`config.mk`:
```
export PLATFORM = sky130hd
export DESIGN_NAME = idma_resi_rdata_pair_flat
export DESIGN_NICKNAME = d
export VERILOG_FILES = /design/src/rtl/idma_resi_rdata_pair_if.sv /design/src/rtl/idma_resi_rdata_pair.sv /design/src/flat_wrapper.sv
export SDC_FILE = /design/constraint.sdc
export NUM_CORES = 1
export LEC_CHECK = 0
export BUFFER_PORTS_ARGS = -buffer_cell sky130_fd_sc_hd__buf_2
export CAP_MARGIN = 20
export CELL_PAD_IN_SITES_DETAIL_PLACEMENT = 1
export CELL_PAD_IN_SITES_GLOBAL_PLACEMENT = 1
export CORE_MARGIN = 4
export CORE_UTILIZATION = 44
export CTS_CLUSTER_DIAMETER = 200
export DETAILED_ROUTE_END_ITERATION = 10
export PLACE_DENSITY = 0.87
export SLEW_MARGIN = 20
export SYNTH_ARGS = -nofsm -noshare
export SYNTH_HDL_FRONTEND = slang
export SYNTH_SLANG_ARGS = --single-unit
export TNS_END_PERCENT = 20
```
`constraint.sdc`:
```
create_clock -name cclk -period 3.1 [get_ports cclk]
set_input_delay 0.62 -clock cclk [delete_from_list [all_inputs] [get_ports cclk]]
set_output_delay 0.62 -clock cclk [all_outputs]
set_load 0.05 [all_outputs]
```
`src/rtl/idma_resi_rdata_pair_if.sv`:
```
// Bundles the residual pairing block's control, read-data and sum streams.
// slave  : the pairing block (consumes start/read data, produces sums/status)
// master : the environment (issues start/read data, consumes sums/status)
//   rd_resi_mode, rd_req, rd_resi_loop_num : start controls
//   rd_rdata_vld / rd_rdata / rd_rdata_rdy : interleaved A/B read-data beats
//   resi_out_vld / resi_out_data / resi_out_last / resi_out_rdy : sum stream
//   resi_busy, resi_done                   : run status
interface idma_resi_rdata_pair_if #(
    parameter int unsigned DATA_W = 128
) ();

    logic              rd_resi_mode;
    logic              rd_req;
    logic [15:0]       rd_resi_loop_num;

    logic              rd_rdata_vld;
    logic [DATA_W-1:0] rd_rdata;
    logic              rd_rdata_rdy;

    logic              resi_out_vld;
    logic [DATA_W-1:0] resi_out_data;
    logic              resi_out_last;
    logic              resi_out_rdy;

    logic              resi_busy;
    logic              resi_done;

    modport slave (
        input  rd_resi_mode,
        input  rd_req,
        input  rd_resi_loop_num,
        input  rd_rdata_vld,
        input  rd_rdata,
        output rd_rdata_rdy,
        output resi_out_vld,
        output resi_out_data,
        output resi_out_last,
        input  resi_out_rdy,
        output resi_busy,
        output resi_done
    );

    modport master (
        output rd_resi_mode,
        output rd_req,
        output rd_resi_loop_num,
        output rd_rdata_vld,
        output rd_rdata,
        input  rd_rdata_rdy,
        input  resi_out_vld,
        input  resi_out_data,
        input  resi_out_last,
        output resi_out_rdy,
        input  resi_busy,
        input  resi_done
    );

endinterface

```
`src/rtl/idma_resi_rdata_pair.sv`:
```
// Residual read-path return side: pairs each fmapA read beat with the
// following fmapB beat, adds them lane-wise (signed, saturating or wrapping)
// and emits one sum beat per pair on a single-entry valid/ready output.
// Ports:
//   cclk  : clock
//   rst_n : asynchronous active-low reset
//   bus   : slave modport carrying start controls, read-data stream,
//           sum stream and busy/done status
module idma_resi_rdata_pair #(
    parameter int unsigned DATA_W = 128,
    parameter int unsigned LANE_W = 8,
    parameter bit          SAT_EN = 1'b1
) (
    input  logic                   cclk,
    input  logic                   rst_n,
    idma_resi_rdata_pair_if.slave  bus
);

    localparam int unsigned NUM_LANES = DATA_W / LANE_W;
    localparam int unsigned CNT_W     = 16;

    localparam logic [LANE_W-1:0] LANE_MAX = {1'b0, {(LANE_W-1){1'b1}}};
    localparam logic [LANE_W-1:0] LANE_MIN = {1'b1, {(LANE_W-1){1'b0}}};

    typedef enum logic [1:0] {
        ST_IDLE,
        ST_WAIT_A,
        ST_WAIT_B,
        ST_DRAIN
    } state_e;

    state_e             r_state;
    logic [CNT_W-1:0]   r_loop_num;
    logic [CNT_W-1:0]   r_loop_cnt;
    logic [DATA_W-1:0]  r_a_beat;
    logic [DATA_W-1:0]  r_out_data;
    logic               r_out_vld;
    logic               r_out_last;
    logic               r_busy;
    logic               r_done;

    logic               w_start;
    logic               w_rd_rdy;
    logic               w_rd_hs;
    logic               w_out_hs;
    logic               w_pair_last;
    logic [DATA_W-1:0]  w_sum;

    // Start is only honoured from IDLE and only in residual mode.
    assign w_start  = bus.rd_req & bus.rd_resi_mode & (r_state == ST_IDLE);
    assign w_rd_hs  = bus.rd_rdata_vld & w_rd_rdy;
    assign w_out_hs = r_out_vld & bus.resi_out_rdy;

    // Loop number is non-zero whenever WAIT_B is reachable.
    assign w_pair_last = (r_loop_cnt == CNT_W'(r_loop_num - CNT_W'(1)));

    // A beats are always takeable; B beats need room in the output register,
    // which includes the cycle it is being drained.
    always_comb begin
        w_rd_rdy = 1'b0;
        unique case (r_state)
            ST_WAIT_A: w_rd_rdy = 1'b1;
            ST_WAIT_B: w_rd_rdy = ~r_out_vld | bus.resi_out_rdy;
            default:   w_rd_rdy = 1'b0;
        endcase
    end

    // Per-lane signed add at LANE_W+1 bits; no carry crosses lanes.
    for (genvar g = 0; g < NUM_LANES; g++) begin : g_lane
        logic [LANE_W-1:0] w_a;
        logic [LANE_W-1:0] w_b;
        logic [LANE_W:0]   w_ext;
        logic              w_ovf;

        assign w_a   = r_a_beat[g*LANE_W +: LANE_W];
        assign w_b   = bus.rd_rdata[g*LANE_W +: LANE_W];
        assign w_ext = {w_a[LANE_W-1], w_a} + {w_b[LANE_W-1], w_b};
        // Overflow when the extended sign disagrees with the lane sign bit.
        assign w_ovf = w_ext[LANE_W] ^ w_ext[LANE_W-1];

        assign w_sum[g*LANE_W +: LANE_W] =
            (SAT_EN && w_ovf) ? (w_ext[LANE_W] ? LANE_MIN : LANE_MAX)
                              : w_ext[LANE_W-1:0];
    end

    // Control FSM, A holding register and single-entry output register.
    always_ff @(posedge cclk or negedge rst_n) begin
        if (!rst_n) begin
            r_state    <= ST_IDLE;
            r_loop_num <= '0;
            r_loop_cnt <= '0;
            r_a_beat   <= '0;
            r_out_data <= '0;
            r_out_vld  <= 1'b0;
            r_out_last <= 1'b0;
            r_busy     <= 1'b0;
            r_done     <= 1'b0;
        end else begin
            r_done <= 1'b0;

            // Drain first; a B-beat load below overrides this in the same cycle.
            if (w_out_hs) begin
                r_out_vld  <= 1'b0;
                r_out_last <= 1'b0;
            end

            unique case (r_state)
                ST_IDLE: begin
                    if (w_start) begin
                        r_loop_num <= bus.rd_resi_loop_num;
                        r_loop_cnt <= '0;
                        if (bus.rd_resi_loop_num == '0) begin
                            r_done <= 1'b1;
                        end else begin
                            r_state <= ST_WAIT_A;
                            r_busy  <= 1'b1;
                        end
                    end
                end

                ST_WAIT_A: begin
                    if (w_rd_hs) begin
                        r_a_beat <= bus.rd_rdata;
                        r_state  <= ST_WAIT_B;
                    end
                end

                ST_WAIT_B: begin
                    if (w_rd_hs) begin
                        r_out_data <= w_sum;
                        r_out_vld  <= 1'b1;
                        r_out_last <= w_pair_last;
                        r_loop_cnt <= CNT_W'(r_loop_cnt + CNT_W'(1));
                        r_state    <= w_pair_last ? ST_DRAIN : ST_WAIT_A;
                    end
                end

                ST_DRAIN: begin
                    // Only the final sum can be pending here.
                    if (w_out_hs && r_out_last) begin
                        r_state <= ST_IDLE;
                        r_busy  <= 1'b0;
                        r_done  <= 1'b1;
                    end
                end

                default: r_state <= ST_IDLE;
            endcase
        end
    end

    assign bus.rd_rdata_rdy  = w_rd_rdy;
    assign bus.resi_out_vld  = r_out_vld;
    assign bus.resi_out_data = r_out_data;
    assign bus.resi_out_last = r_out_last;
    assign bus.resi_busy     = r_busy;
    assign bus.resi_done     = r_done;

endmodule

```
`src/flat_wrapper.sv`:
```
// flat-port wrapper written by rule: the top's interface ports become plain ports
module idma_resi_rdata_pair_flat 
#(
    parameter int unsigned DATA_W = 128,
    parameter int unsigned LANE_W = 8,
    parameter bit          SAT_EN = 1'b1
)
  (cclk, rst_n, bus_rd_resi_mode, bus_rd_req, bus_rd_resi_loop_num, bus_rd_rdata_vld, bus_rd_rdata, bus_rd_rdata_rdy, bus_resi_out_vld, bus_resi_out_data, bus_resi_out_last, bus_resi_out_rdy, bus_resi_busy, bus_resi_done);
  idma_resi_rdata_pair_if #(.DATA_W(DATA_W)) bus_i ();
  input  logic cclk;
  input  logic rst_n;
  input wire logic [$bits(bus_i.rd_resi_mode)-1:0] bus_rd_resi_mode;
  input wire logic [$bits(bus_i.rd_req)-1:0] bus_rd_req;
  input wire logic [$bits(bus_i.rd_resi_loop_num)-1:0] bus_rd_resi_loop_num;
  input wire logic [$bits(bus_i.rd_rdata_vld)-1:0] bus_rd_rdata_vld;
  input wire logic [$bits(bus_i.rd_rdata)-1:0] bus_rd_rdata;
  output wire logic [$bits(bus_i.rd_rdata_rdy)-1:0] bus_rd_rdata_rdy;
  output wire logic [$bits(bus_i.resi_out_vld)-1:0] bus_resi_out_vld;
  output wire logic [$bits(bus_i.resi_out_data)-1:0] bus_resi_out_data;
  output wire logic [$bits(bus_i.resi_out_last)-1:0] bus_resi_out_last;
  input wire logic [$bits(bus_i.resi_out_rdy)-1:0] bus_resi_out_rdy;
  output wire logic [$bits(bus_i.resi_busy)-1:0] bus_resi_busy;
  output wire logic [$bits(bus_i.resi_done)-1:0] bus_resi_done;
  assign bus_i.rd_resi_mode = bus_rd_resi_mode;
  assign bus_i.rd_req = bus_rd_req;
  assign bus_i.rd_resi_loop_num = bus_rd_resi_loop_num;
  assign bus_i.rd_rdata_vld = bus_rd_rdata_vld;
  assign bus_i.rd_rdata = bus_rd_rdata;
  assign bus_rd_rdata_rdy = bus_i.rd_rdata_rdy;
  assign bus_resi_out_vld = bus_i.resi_out_vld;
  assign bus_resi_out_data = bus_i.resi_out_data;
  assign bus_resi_out_last = bus_i.resi_out_last;
  assign bus_i.resi_out_rdy = bus_resi_out_rdy;
  assign bus_resi_busy = bus_i.resi_busy;
  assign bus_resi_done = bus_i.resi_done;
  idma_resi_rdata_pair #(.DATA_W(DATA_W), .LANE_W(LANE_W), .SAT_EN(SAT_EN)) u_core (.cclk(cclk), .rst_n(rst_n), .bus(bus_i));
endmodule
```
==> results.tsv <==
metric	value	unit
Die Area	43300	µm²
Synth Area in XOR/XNOR	4.83	%
total gr overflow	0	
Slowest cell on crit path	o41ai_1	
Syn Nets	2109	
Setup Buffers After CTS	0	
Top FF cell, synth	dfrtp_1	
final cell count without fillers	2664	
post-synthesis mux area share	8.50	%
overall routing resource usage	24.4	%
CTS buffer count	36	
wire length on met2	27.3	mm
area of the mapped netlist	17600	µm²
Worst path max stage delay	710	ps
WP data arrival	3340	ps
First DRT Iteration DRCs	689	
worst hold margin	96.2	ps
number of core rows	72	
Reg power frac	27.1	%
initial core utilization	45.0	%
Seq/Total Area, Yosys	41.8	%
GPL Wtd Cong	0.875	
htree depth	2	
Bufs and invs on worst path	0	
critical setup path kind	register to register	
final-stage net count	2411	
Area contributors post-synth	dfrtp_1, ha_1, mux2_2, nand2_1, a21oi_1	
area post-placement	19800	µm²
Top delay family on crit path	compound AO/OA/AOI/OAI gates	
routed vias/inst	5.59	
Compound-Gate Fraction of Synth Area	15.2	%
Data required, critical path	3510	ps
residual DRC count	0	
utilization after layout	54.0	%
WL met1	21.6	mm
worst-path cell chain	ha_1, a21o_1, a21oi_1, o21ai_0, o41ai_1, xor2_1, nor2_1, a221o_1	
Total Power	25.1	mW
adder-cell share of the synthesized area	11.3	%
DIE WIDTH	208	µm
CTS tree	yes	
final setup vio count	0	
pins over their slew limit	0	
proportion of power drawn by the clock network	18.5	%
FMAX	341	MHz
clock buffer depth	3	
remaining antenna violation count	0	
initial antenna violation count	15	
CTS root buffer	clkbuf_16	
power density cells	1190	nW/µm²
combinational share of power	54.4	%
Port Buf Inserts	282	
Setup TNS	0	ps
Post-Synth Simple-Gate Area	15.1	%
floorplan core area	39100	µm²
Synth Area per Inst	9.73	µm²
final hold vios	0	
Via Count	14900	
WL final	53.6	mm
cts repair resizes	0	
maximum capacitance violations	0	
period utilisation layout	94.5	%
clock-pin transition on the worst setup and hold timing paths	60	ps
CP Depth	8	
sw power	11.6	mW
Crit Reg-Reg Startpoint	u_core.r_a_beat[121]	
Distinct cells, synth	64	
WL per Instance	20.1	µm
Worst Hold Class	input pin to asynchronous set/reset pin	
clk_lat worst skew	550	ps
share of the synthesized area in the top cell type	41.8	%
Post-CTS Hold Buffers	0	
startpoint types	register	
vias in the first global route	16600	
Placed Instances	2591	
maximum number of pins on one net before global-route repair	85	
Post-Place Setup Slack	62.2	ps
Synth warnings	0	
run status	finished, final reports clean	
Sw Ratio	46.4	%
Post-synth ARST share	100	%
Max-Slew Margin vs Limit	36.6	%
Post-synth EDFFs	0	
Max FO, Critical Path	6	
top routing layer in use	met5	
fin area	21100	µm²
Area Growth Syn to Fin	20.0	%
WL met3	2.57	mm
worst-margin pin slew	948	ps
area leader, netlist	dfrtp_1	
min Tclk post-route	2930	ps
Worst setup startpoint	u_core.r_a_beat[121]	
HPWL after DPL	39.8	mm
IO Pins	283	
nature of the critical path endpoint	register	
largest family of logic cells by synthesized area	compound AO/OA/AOI/OAI gates	
global-route wire length before repair	87.5	mm
share of cells above drive strength 1	24.4	%
#FFs+latches synth	294	
clk sinks	294	
die height	208	µm
reg2reg path depth	8	
Internal	13.4	mW
final worst setup slack	171	ps
IR drop worst, VDD	829	µV
Worst Skew	15.4	ps
Gate Count Post-Synth	1809	
RSZ-0062 raised after global routing	no	
First-pass DRT Iterations	4	
Pleak	10.5	nW
power groups by stage:
stage                     Clock [mW]  Combinational (mW)  Sequential (mW)
after global routing            4.92                14.9             6.99
after detailed placement           0                13.4             6.79
final                           4.64                13.6             6.78
after floorplan                    0                7.37             9.24
after CTS                       4.75                13.7             6.77
after global placement             0                12.8             6.66
path summary, 6_finish.rpt:
path | slack [ps] | to
hold reg to reg | 490 | u_core.bus.resi_out_data[113]
max in group asynchronous | 2090 | u_core.r_a_beat[6]
min in group cclk | 320 | u_core.r_a_beat[21]
hold / removal | 100 | u_core.r_a_beat[50]
setup / recovery | 170 | u_core.bus.resi_out_data[126]
setup reg to reg | 170 | u_core.bus.resi_out_data[126]
cells in the final DEF, fill, tap and decap left out, types with 16 or more instances in the layout:
| cell | count |
|---|---|
| fa_1 | 16 |
| o21a_1 | 17 |
| xnor2_1 | 46 |
| dfrtp_1 | 294 |
| a21o_1 | 42 |
| nor2_1 | 136 |
| o211ai_1 | 31 |
| nand2_1 | 216 |
| and2_1 | 17 |
| inv_1 | 107 |
| clkbuf_16 | 37 |
| mux2_2 | 131 |
| buf_2 | 281 |
| ha_1 | 134 |
| nand3_1 | 36 |
| a21oi_1 | 115 |
| o21ai_0 | 95 |
| nor2b_1 | 24 |
| nand4_1 | 16 |
| nor3_1 | 20 |
| xor2_1 | 51 |
| a22oi_1 | 21 |
| nand2b_1 | 36 |
layout make-up:
cell class | count | area [µm²]
diodes | 8 | 20.0
well taps | 518 | 648
multi-input cells | 1366 | 9690
clock buffers | 49 | 1050
flip-flops and latches | 294 | 7360
fillers | 4492 | 18000
repair buffers | 306 | 1710
inverters | 107 | 402
clock inverters | 16 | 240
metal layers:
layer,vias to the layer above,global-route usage [%]
met3,118,5.77
li1,6980,-
met5,-,0
met1,7503,28.8
met4,12,8.99
met2,286,43.3
flip-flops by register name, summed over array words and instances, names as in the netlist:
register,count
u_core.bus.resi_out_data,128
u_core.bus.resi_done,1
u_core.bus.resi_out_vld,1
u_core.r_a_beat,128
u_core.r_state,2
u_core.r_loop_cnt,16
u_core.bus.resi_busy,1
u_core.r_loop_num,16
u_core.bus.resi_out_last,1
cell usage after synthesis (4+ instances only):
cell type and number:
fa_1 16, nand2b_1 36, o21a_1 17, nor3_1 20, clkbuf_1 32, or2_2 15, nand3_1 36, a221o_1 7
nor4_1 8, a211oi_1 11, nor2_1 136, dfrtp_1 294, mux2_2 131, and2_1 18, a211o_1 4, nand4_1 16
o21ai_0 95, and3_1 4, buf_1 8, nor2b_1 24, o22ai_1 5, o31a_1 9, inv_1 107, or3_1 11
nor3b_1 4, a21oi_1 115, a22o_1 5, a21boi_0 12, ha_1 134, o21bai_1 6, a31oi_1 12, a21o_1 42
o211ai_1 31, xor2_1 51, a22oi_1 21, xnor2_1 46, o31ai_1 4, nand2_1 218, o22a_1 10, nand3b_1 8
kinds of logic after synthesis:
kind of cell | Yosys count
AOI/OAI and AO/OA | 419
xor gates and xnor gates | 97
adders and majority gates | 150
buffers and inverters | 149
DFF | 294
muxes | 133
and+or+nand+nor | 567
Note: power is estimated with default switching activity, not from simulation.
